<file path="src/rtl/flow_status_unit.sv">
// Program-flow/status stage: holds the status register, resolves conditional
// jumps into a redirect pulse plus fixed-length fetch flush, and manages trap mode.
module flow_status_unit #(
    parameter int unsigned WORD_W       = 20,
    parameter int unsigned FLUSH_CYCLES = 2
) (
    input  logic              clk,
    input  logic              rst_n,
    input  logic              in_valid,
    output logic              in_ready,
    input  logic [3:0]        in_op,
    input  logic              in_zero,
    input  logic              in_sign,
    input  logic              in_carry,
    input  logic [WORD_W-1:0] in_operand,
    input  logic              trap_clear,
    output logic [3:0]        status,
    output logic              br_valid,
    output logic [WORD_W-1:0] br_target,
    output logic              flush,
    output logic              trapped,
    output logic [1:0]        trap_cause
);

    localparam int unsigned OP_W    = 4;
    localparam int unsigned SR_W    = 4;
    localparam int unsigned CNT_W   = 4;
    localparam int unsigned CAUSE_W = 2;

    localparam logic [OP_W-1:0] OP_NOP  = 4'd0;
    localparam logic [OP_W-1:0] OP_ALU  = 4'd1;
    localparam logic [OP_W-1:0] OP_JMP  = 4'd2;
    localparam logic [OP_W-1:0] OP_JZ   = 4'd3;
    localparam logic [OP_W-1:0] OP_JS   = 4'd4;
    localparam logic [OP_W-1:0] OP_JZS  = 4'd5;
    localparam logic [OP_W-1:0] OP_LSR  = 4'd6;
    localparam logic [OP_W-1:0] OP_XSR  = 4'd7;
    localparam logic [OP_W-1:0] OP_TRAP = 4'd8;

    localparam logic [CAUSE_W-1:0] CAUSE_NONE    = 2'b00;
    localparam logic [CAUSE_W-1:0] CAUSE_TRAP    = 2'b01;
    localparam logic [CAUSE_W-1:0] CAUSE_ILLEGAL = 2'b10;

    localparam logic [CNT_W-1:0] FLUSH_LOAD = CNT_W'(FLUSH_CYCLES - 1);

    typedef enum logic [1:0] {
        ST_RUN   = 2'd0,
        ST_FLUSH = 2'd1,
        ST_TRAP  = 2'd2
    } state_t;

    state_t              state, state_nxt;
    logic [CNT_W-1:0]    cnt, cnt_nxt;

    logic                accept_c;
    logic                taken_c;
    logic                illegal_c;
    logic                trap_op_c;

    logic [SR_W-1:0]     status_nxt;
    logic                br_valid_nxt;
    logic [WORD_W-1:0]   br_target_nxt;
    logic [CAUSE_W-1:0]  cause_nxt;

    assign in_ready = (state == ST_RUN);

    // Beat decode; jump conditions read the registered SR.
    always_comb begin
        accept_c  = in_valid & (state == ST_RUN);
        illegal_c = (in_op > OP_TRAP);
        trap_op_c = (in_op == OP_TRAP) & status[3];
        taken_c   = 1'b0;
        case (in_op)
            OP_JMP:  taken_c = 1'b1;
            OP_JZ:   taken_c = status[0];
            OP_JS:   taken_c = status[1];
            OP_JZS:  taken_c = status[0] | status[1];
            default: taken_c = 1'b0;
        endcase
    end

    // State register (plus flush counter).
    always_ff @(posedge clk) begin
        if (!rst_n) begin
            state <= ST_RUN;
            cnt   <= '0;
        end else begin
            state <= state_nxt;
            cnt   <= cnt_nxt;
        end
    end

    // Next-state logic.
    always_comb begin
        state_nxt = state;
        cnt_nxt   = cnt;
        case (state)
            ST_RUN: begin
                if (accept_c) begin
                    if (taken_c) begin
                        state_nxt = ST_FLUSH;
                        cnt_nxt   = FLUSH_LOAD;
                    end else if (trap_op_c || illegal_c) begin
                        state_nxt = ST_TRAP;
                    end
                end
            end
            ST_FLUSH: begin
                if (cnt == '0) begin
                    state_nxt = ST_RUN;
                end else begin
                    cnt_nxt = cnt - CNT_W'(1);
                end
            end
            ST_TRAP: begin
                if (trap_clear) begin
                    state_nxt = ST_RUN;
                end
            end
            default: begin
                state_nxt = ST_RUN;
                cnt_nxt   = '0;
            end
        endcase
    end

    // Output next-values: SR updates, redirect, trap cause.
    always_comb begin
        status_nxt    = status;
        br_valid_nxt  = 1'b0;
        br_target_nxt = br_target;
        cause_nxt     = trap_cause;
        if (accept_c) begin
            case (in_op)
                OP_NOP:  status_nxt = status;
                OP_ALU:  status_nxt = {status[3], in_carry, in_sign, in_zero};
                OP_LSR:  status_nxt = in_operand[SR_W-1:0];
                OP_XSR:  status_nxt = status ^ in_operand[SR_W-1:0];
                default: status_nxt = status;
            endcase
            if (taken_c) begin
                br_valid_nxt  = 1'b1;
                br_target_nxt = in_operand;
            end
            if (trap_op_c) begin
                cause_nxt = CAUSE_TRAP;
            end else if (illegal_c) begin
                cause_nxt = CAUSE_ILLEGAL;
            end
        end
        if ((state == ST_TRAP) && trap_clear) begin
            cause_nxt = CAUSE_NONE;
        end
    end

    // Registered outputs.
    always_ff @(posedge clk) begin
        if (!rst_n) begin
            status     <= '0;
            br_valid   <= 1'b0;
            br_target  <= '0;
            flush      <= 1'b0;
            trapped    <= 1'b0;
            trap_cause <= CAUSE_NONE;
        end else begin
            status     <= status_nxt;
            br_valid   <= br_valid_nxt;
            br_target  <= br_target_nxt;
            flush      <= (state_nxt == ST_FLUSH);
            trapped    <= (state_nxt == ST_TRAP);
            trap_cause <= cause_nxt;
        end
    end

endmodule
</file>
<file path="config.mk">
export PLATFORM = sky130hd
export DESIGN_NAME = flow_status_unit
export DESIGN_NICKNAME = d
export VERILOG_FILES = /design/src/rtl/flow_status_unit.sv
export SDC_FILE = /design/constraint.sdc
export NUM_CORES = 1
export LEC_CHECK = 0
export ABC_AREA = 1
export CAP_MARGIN = 40
export CORE_MARGIN = 4
export CORE_UTILIZATION = 40
export CTS_CLUSTER_DIAMETER = 30
export DETAILED_ROUTE_END_ITERATION = 12
export PLACE_DENSITY = 0.78
export SYNTH_ARGS = -nofsm -noshare
export SYNTH_HDL_FRONTEND = slang
export SYNTH_SLANG_ARGS = --single-unit
</file>
<file path="constraint.sdc">
create_clock -name clk -period 1.6 [get_ports clk]
set_clock_uncertainty 0.1 [all_clocks]
set_input_delay 0.32 -clock clk [delete_from_list [all_inputs] [get_ports clk]]
set_output_delay 0.32 -clock clk [all_outputs]
set_load 0.005 [all_outputs]
</file>
==> results of run 1 <==
## path summary, 6_finish.rpt
path                                      end           from  slack [ns]  cells past startpoint
worst max-delay path                status[1]      status[1]        0.04                      1
worst min-delay path            br_target[18]  br_target[18]        0.37                      2
worst max register to register   br_target[1]       state[0]        0.15                      8
worst min register to register  br_target[18]  br_target[18]        0.37                      2
## sequential cells by signal, summed over array words and instances, names as in the netlist
signal and flops:
br_target 20, br_valid 1, cnt 4, flush 1, state 2, status 4
trap_cause 2, trapped 1
## layout make-up
| class | instances | area [sq um] |
|---|---|---|
| clock buffers | 6 | 72.6 |
| well taps | 48 | 60.1 |
| flip-flops and latches | 35 | 708 |
| fillers | 350 | 1320 |
| clock inverters | 2 | 12.5 |
| multi-input cells | 155 | 782 |
| inverters | 16 | 60.1 |
| repair buffers | 72 | 733 |
## worst register-to-register path, stage by stage (launching register included)
cell and delay [ns]:
dfxtp_2 0.35, nor2_2 0.13, buf_4 0.12, nand2_2 0.05, inv_2 0.11, nand3_4 0.11
buf_12 0.16, o21ai_0 0.16, nor2_1 0.05
## power groups by stage
stage	registers (W)	logic (W)	clock network, W
2_1_floorplan	0.000932	0.000145	0
3_3_place_gp	0.000931	0.000318	0
3_5_place_dp	0.000932	0.000321	0
4_1_cts	0.000913	0.000326	0.000635
5_1_grt	0.000917	0.000357	0.000671
6_report	0.000914	0.000326	0.000614
## through the flow
stage / hold WS [ns] / instance area (sq um)
6_report: 0.373 / 2430
5_1_grt: 0.397 / 2430
4_1_cts: 0.378 / 2390
3_5_place_dp: 0.367 / 2290
3_3_place_gp: 0.359 / 2290
2_1_floorplan: 0.323 / 1590
## logic make-up after synthesis
| group | after synthesis |
|---|---|
| and+or+nand+nor | 91 |
| AOI/OAI and AO/OA | 61 |
| DFF | 35 |
| buffers and inverters | 24 |
| adders and majority gates | 2 |
| xor gates and xnor gates | 1 |
## synth_stat cells (all sizes together)
master  instances  area share
a211oi          1      0.0047
ha              2       0.016
o21a            2      0.0095
xnor2           1      0.0055
nand4           3       0.012
nor2           35       0.088
o21ai          28       0.096
nand2          38       0.095
clkbuf          1      0.0024
dfxtp          35        0.44
nand3          13       0.049
o31ai           1      0.0047
nor3            1      0.0032
clkinv          1      0.0024
buf             7       0.037
inv            15       0.036
a21oi          29       0.094
nor3b           1      0.0047
## routing by layer
metal	global-route usage	routed length [um]	vias to the layer above	share of wire
met5	0	0	-	0
met4	0.0522	53	0	0.013
met3	0.0639	336	7	0.079
met2	0.278	2100	61	0.49
met1	0.211	1750	717	0.41
li1	-	-	855	-
## what timing repair did
item | 4_1_cts | 5_1_grt
setup endpoints to repair | 26 | 32
gates resized for setup | 9 | 14
setup buffers | 1 | 0
pin swaps | 2 | 0
==> results.toml, run 1 <==
[detailed_routing]
drc = 0
drtIter0Drc = 114
dr.pass1.iters = 4
vias = 1640
wl_per_cell_um = 12.7
ant_nets = 0
routed_wl_mm = 4.24
vias_per_cell = 4.91

[sta]
setup_viol = 0
relSlewSlack = 0.719
fin_crit_ns = 1.56
finalSetupTns_ns = 0
fin_ws_ns = 0.0407
rsz0062_at_grt = "false"
clock.fmax_mhz = 641
worstMarginPinSlew_ns = 0.417
final_hold_viol_count = 0
fin_crit_sh = 0.975
drv_slew = 0

[worst_setup_path]
crit_path_max_fanout = 3
start_kind = "flop"
crit_family = "buffers and inverters"
critical_path_class = "reg2out"
cp.arrival_ns = 1.14
critical_path_required_ns = 1.18
path_cells = "clkdlybuf4s50_1"
cpMaxStageDelayCell = "clkdlybuf4s50_1"
end_kind = "primary output"
path_buf_inv = 1
crit_path_max_incr_delay_ns = 0.51

[global_route]
antenna_found_initial = 0
grt_max_degree = 25
grt_pass1_wl_mm = 6.89
grt_pass1_vias = 1510
grt.overflow.total = 0
grt_usage = 0.171

[synth]
synth_nets = 247
yosys_warnings = 0
synth_seq_area_share = 0.442
ys_ff_latch = 35
synth_top_family_by_area = "simple AND/OR/NAND/NOR gates"
synth_compound_area_frac = 0.208
synth_fa_ha_area_frac = 0.0158
synth-simple-area-share = 0.251
synthMuxAreaShare = 0
synth_cell_types = 27
synth_xor_area_frac = 0.00552
syn_area_sq_um = 1590
synth_area_per_cell_sq_um = 7.41
syn-instance-count = 214

[clock_network]
cts_max_level = 2
cts_sinks = 35
cts_hold_buf = 0
tritoncts = "yes"
clock_latency_ns = 0.29
numCtsBuffers = 5
cts_buffer_depth = 2
clkSlewWorstSetupHoldPaths_ns = 0.07
cts-root-buf = "clkbuf_8"

[power_and_ir_drop]
p_leak_nw = 1.02
power_w = 0.00185
powerDensity_nw_per_um2 = 763
power_frac_seq = 0.493
p_switching_w = 0.000478
p_int_w = 0.00138
ir_worst_vdd_uv = 443
swShare = 0.258
p_clk_frac = 0.331
combPwrFrac = 0.176

[place]
dp_hpwl_mm = 3.15
place_ws_ns = -0.370
post-place-cells = 325
io_buffers = 60
gp_routability_congestion = 0.895

[finish]
final_cell_mix = "clkdlybuf4s50_1, nand2_1, nor2_1, dfxtp_1, a21oi_1"
layout_commonest_cell = "clkdlybuf4s50_1"
antenna_cells = 0
area_delta_synth_final_pct = 53.2
post-route-util = 0.649
fin_cells = 334
final_layout_size_suffix_gt1_frac = 0.143
nets = 318

[flow_run]
max_cap_viol_count = 0

[floorplan]
rows = 22
fp.dieH_um = 71.0
dieArea_sq_um = 5030
dieWidth_um = 71.0
start_util = 0.423
design.core.area_sq_um = 3740
ios = 61

[min_path]
min_path_type = "reg2reg"

[status]
status = "complete, no violations"
Power figures use the tool's default switching activity.
==> inputs of run 2 (changes only) <==
==> constraint.sdc (replaced) <==
create_clock -name clk -period 1.8 [get_ports clk]
set_clock_uncertainty 0.1 [all_clocks]
set_input_delay 0.36 -clock clk [delete_from_list [all_inputs] [get_ports clk]]
set_output_delay 0.36 -clock clk [all_outputs]
set_load 0.005 [all_outputs]
==> run 2 against run 1 <==
  * Final area fell by 1.9%
  * Largest cell class unchanged
  * Clock power decreased by 11%
  * Global-route usage decreased by 0.48 points
==> results.toml, run 2 (synthesized netlist as in run 1, its figures left out) <==
[status]
status = "complete, no violations"

[sta]
fin_crit_ns = 1.74
relSlewSlack = 0.761
rsz0062_at_grt = "true"
final_hold_viol_count = 0
fin_crit_sh = 0.966
hold_slack_ns = 0.369
setup_viol = 0
clock.fmax_mhz = 575
drv_slew = 0
worstMarginPinSlew_ns = 0.355

[floorplan]
design.core.area_sq_um = 3740
rows = 22
start_util = 0.423
dieArea_sq_um = 5030
ios = 61
fp.dieH_um = 71.0
dieWidth_um = 71.0

[worst_setup_path]
critical_path_class = "reg2out"
critical_path_required_ns = 1.34
crit_family = "buffers and inverters"
path_cells = "nor2_2, clkdlybuf4s50_1"
cp.arrival_ns = 1.28
cpMaxStageDelayCell = "clkdlybuf4s50_1"
crit_path_max_incr_delay_ns = 0.52
path_buf_inv = 1
end_kind = "primary output"
start_kind = "flop"
crit_path_max_fanout = 4

[finish]
layout_commonest_cell = "clkdlybuf4s50_1"
final_layout_size_suffix_gt1_frac = 0.105
antenna_cells = 0
largest_reg_flops = 20
nets = 318
area_delta_synth_final_pct = 50.4
reg.largest.list = "br_target x20, cnt x4, status x4"
fin_cells = 334
final_cell_mix = "clkdlybuf4s50_1, nand2_1, dfxtp_1, nor2_1, a21oi_1"
top_register = "br_target"
finish.instance_area_sq_um = 2380
post-route-util = 0.637
fillers = 342

[detailed_routing]
dr.pass1.iters = 5
vias_per_cell = 4.93
wl_per_cell_um = 12.2
drc = 0
drtIter0Drc = 84
ant_nets = 0
vias = 1646
routed_wl_mm = 4.09

[place]
io_buffers = 60
place_area_sq_um = 2300
dp_hpwl_mm = 3.19
post-place-cells = 326
gp_routability_congestion = 0.901

[global_route]
grt_pass1_wl_mm = 6.80
grt_pass1_vias = 1538
grt_max_degree = 19
grt.overflow.total = 0
grt_usage = 0.166
antenna_found_initial = 0

[clock_network]
clkSlewWorstSetupHoldPaths_ns = 0.07
tritoncts = "yes"
cts_sinks = 35
cts-root-buf = "clkbuf_8"
cts_buffer_depth = 2
postCtsSetupRepairBufs = 0
clock_latency_ns = 0.29
numCtsBuffers = 5
cts_max_level = 2

[power_and_ir_drop]
powerDensity_nw_per_um2 = 690
power_w = 0.00164
ir_worst_vdd_uv = 422
p_leak_nw = 0.915

[flow_run]
max_cap_viol_count = 0

[min_path]
min_path_type = "reg2reg"
run 2: worst paths after layout:
path | from | end | depth (start not counted) | slack, ns
max | state[1] | in_ready | 2 | 0.06
min | br_target[18] | br_target[18] | 2 | 0.37
max reg2reg | cnt[0] | cnt[0] | 7 | 0.24
min reg2reg | br_target[18] | br_target[18] | 2 | 0.37
run 2: power by group:
| group | internal (W) | total [W] | switching [W] |
|---|---|---|---|
| registers | 0.000797 | 0.000810 | 0.0000130 |
| clock network | 0.000270 | 0.000547 | 0.000277 |
| logic | 0.000155 | 0.000287 | 0.000132 |
| total | 0.00122 | 0.00164 | 0.000422 |
run 2: cell type report:
| class | instances | area [sq um] | area share |
|---|---|---|---|
| Clock buffer | 6 | 72.6 | 0.0304 |
| Tap cell | 48 | 60.1 | 0.0252 |
| Multi-Input combinational cell | 155 | 762 | 0.320 |
| Timing Repair Buffer | 72 | 716 | 0.300 |
| Inverter | 16 | 60.1 | 0.0252 |
| Clock inverter | 2 | 12.5 | 0.00525 |
| Sequential cell | 35 | 701 | 0.294 |
run 2: per-stage QoR:
step	TNS, ns	setup slack, ns
6_report	0	0.0608
5_1_grt	-0.0160	-0.0106
4_1_cts	0	0.0473
3_5_place_dp	-4.60	-0.185
3_3_place_gp	-3.40	-0.144
2_1_floorplan	0	0.472
run 2: what timing repair did:
action | CTS | global route
resized for setup | 0 | 0
hold buffers | 0 | 0
setup endpoints to repair | 0 | 2
run 2: worst reg2reg max path, delay by kind of cell (launching register included):
kind            cells  cell delay [ns]
simple gates        4             0.42
compound gates      1             0.32
flops               1             0.31
fa+ha+maj           1             0.17
buf+inv             1             0.14
run 2: per-layer routing:
layer	track usage	share of wire
met1	0.214	0.45
met2	0.268	0.46
met3	0.0440	0.069
met4	0.0626	0.015
met5	0	0
==> inputs of run 3 (changes only) <==
--- a/config.mk
+++ b/config.mk
@@ -12,6 +12,7 @@
 export CTS_CLUSTER_DIAMETER = 30
 export DETAILED_ROUTE_END_ITERATION = 12
 export PLACE_DENSITY = 0.78
+export RECOVER_POWER = 25
 export SYNTH_ARGS = -nofsm -noshare
 export SYNTH_HDL_FRONTEND = slang
 export SYNTH_SLANG_ARGS = --single-unit
==> constraint.sdc (replaced) <==
create_clock -name clk -period 1.9 [get_ports clk]
set_clock_uncertainty 0.1 [all_clocks]
set_input_delay 0.38 -clock clk [delete_from_list [all_inputs] [get_ports clk]]
set_output_delay 0.38 -clock clk [all_outputs]
set_load 0.005 [all_outputs]
==> run 3 against run 2 <==
  * Sequential share of layout area rose by 0.17 points
  * Non-clock buffer count fell by 1
  * First-iteration DRC count grew 49%
  * Via count decreased by 2.5%
  * Hold slack improved by 0.0020 ns
  * Register-to-register slack better by 0.11 ns
  * Cell count fell by 0.30%
  * Clock power is 6.4% lower
  * Worst setup slack improved by 0.064 ns
  * Flip-flop and latch count unchanged
  * Final area down 0.58%
==> results.toml, run 3 (synthesized netlist as in run 1, its figures left out) <==
[status]
status = "complete, no violations"

[detailed_routing]
drtIter0Drc = 125
vias = 1605
ant_nets = 0
vias_per_cell = 4.82
dr.pass1.iters = 5
wl_per_cell_um = 11.9
drc = 0
routed_wl_mm = 3.95

[finish]
nets = 317
finish.instance_area_sq_um = 2370
register_area_sq_um = 701
final_cell_mix = "clkdlybuf4s50_1, nand2_1, dfxtp_1, nor2_1, a21oi_1"
fin_cells = 333
layout_commonest_cell = "clkdlybuf4s50_1"
fillers = 360
area_delta_synth_final_pct = 49.5
antenna_cells = 0
multi_input_area_sq_um = 759
reg.largest.list = "br_target x20, cnt x4, status x4"
largest_reg_flops = 20
final_layout_size_suffix_gt1_frac = 0.0947
top_register = "br_target"

[clock_network]
cts_max_level = 2
cts_buffer_depth = 2
cts_sinks = 35
clock_latency_ns = 0.28
cts_hold_buf = 0
cts-root-buf = "clkbuf_8"
cts_resized = 0
numCtsBuffers = 5
tritoncts = "yes"
clkSlewWorstSetupHoldPaths_ns = 0.07
postCtsSetupRepairBufs = 0

[floorplan]
dieWidth_um = 71.0
fp.dieH_um = 71.0
ios = 61
design.core.area_sq_um = 3740
dieArea_sq_um = 5030
start_util = 0.423
rows = 22

[global_route]
grt_usage = 0.165
grt.overflow.total = 0
antenna_found_initial = 0
grt_pass1_wl_mm = 6.69
grt_pass1_vias = 1500
grt_max_degree = 19

[sta]
fin_crit_sh = 0.934
setup_viol = 0
fin_crit_ns = 1.78
rsz0062_at_grt = "false"
final_hold_viol_count = 0
worstMarginPinSlew_ns = 0.360
relSlewSlack = 0.758
drv_slew = 0
clock.fmax_mhz = 563

[flow_run]
max_cap_viol_count = 0

[power_and_ir_drop]
p_leak_nw = 0.943
combPwrFrac = 0.171
swShare = 0.253
p_int_w = 0.00115
p_clk_frac = 0.332
powerDensity_nw_per_um2 = 651
ir_worst_vdd_uv = 423
power_frac_seq = 0.497
p_switching_w = 0.000390

[worst_setup_path]
critical_path_required_ns = 1.42
path_buf_inv = 1
crit_path_max_fanout = 4
crit_family = "buffers and inverters"
cp.arrival_ns = 1.30
start_kind = "flop"
critical_path_class = "reg2out"
crit_path_max_incr_delay_ns = 0.52
end_kind = "primary output"
cpMaxStageDelayCell = "clkdlybuf4s50_1"
path_cells = "nor2_2, clkdlybuf4s50_1"

[place]
place_area_sq_um = 2290
dp_hpwl_mm = 3.14
gp_routability_congestion = 0.901
io_buffers = 60
post-place-cells = 325

[min_path]
min_path_type = "reg2reg"
==> run 3: tightest hold or removal path, stage by stage, from the launching register on <==
cell and delay (ns):
dfxtp_1 0.32, inv_1 0.05, a211oi_1 0.06
==> run 3: final timing paths <==
| check | startpoint | to | slack (ns) | cells after the start |
|---|---|---|---|---|
| setup / recovery | state[1] | in_ready | 0.12 | 2 |
| hold / removal | trap_cause[1] | trap_cause[1] | 0.37 | 2 |
| setup reg to reg | cnt[0] | cnt[0] | 0.35 | 7 |
| hold reg to reg | trap_cause[1] | trap_cause[1] | 0.37 | 2 |
==> run 3: power groups by stage <==
stage	combinational [W]	clock, W	sequential (W)
5_1_grt	0.000293	0.000559	0.000769
3_3_place_gp	0.000267	0	0.000784
3_5_place_dp	0.000269	0	0.000784
4_1_cts	0.000270	0.000535	0.000768
6_report	0.000264	0.000512	0.000767
2_1_floorplan	0.000122	0	0.000785
==> run 3: final cells by class <==
type                    instances  area share
well taps                      48      0.0253
flip-flops and latches         35       0.296
multi-input cells             155       0.320
clock buffers                   6      0.0306
repair buffers                 71       0.297
inverters                      16      0.0253
clock inverters                 2     0.00528
==> run 3: metal layers <==
metal  vias to the layer above  part of all wire  track usage
li1                        850                 -            -
met1                       705              0.46        0.206
met2                        44              0.45        0.262
met3                         6             0.072       0.0568
met4                         0             0.016       0.0626
met5                         -                 0            0
==> run 3: per-stage QoR <==
step | hold WS (ns) | TNS [ns] | setup WS [ns] | utilization | power (W)
after floorplan | 0.351 | 0 | 0.552 | - | 0.000907
after global placement | 0.359 | -0.837 | -0.0525 | 0.612 | 0.00105
after detailed placement | 0.362 | -1.12 | -0.0606 | 0.612 | 0.00105
after CTS | 0.374 | 0 | 0.112 | 0.635 | 0.00157
after global routing | 0.395 | 0 | 0.0452 | 0.633 | 0.00162
final | 0.371 | 0 | 0.125 | 0.633 | 0.00154
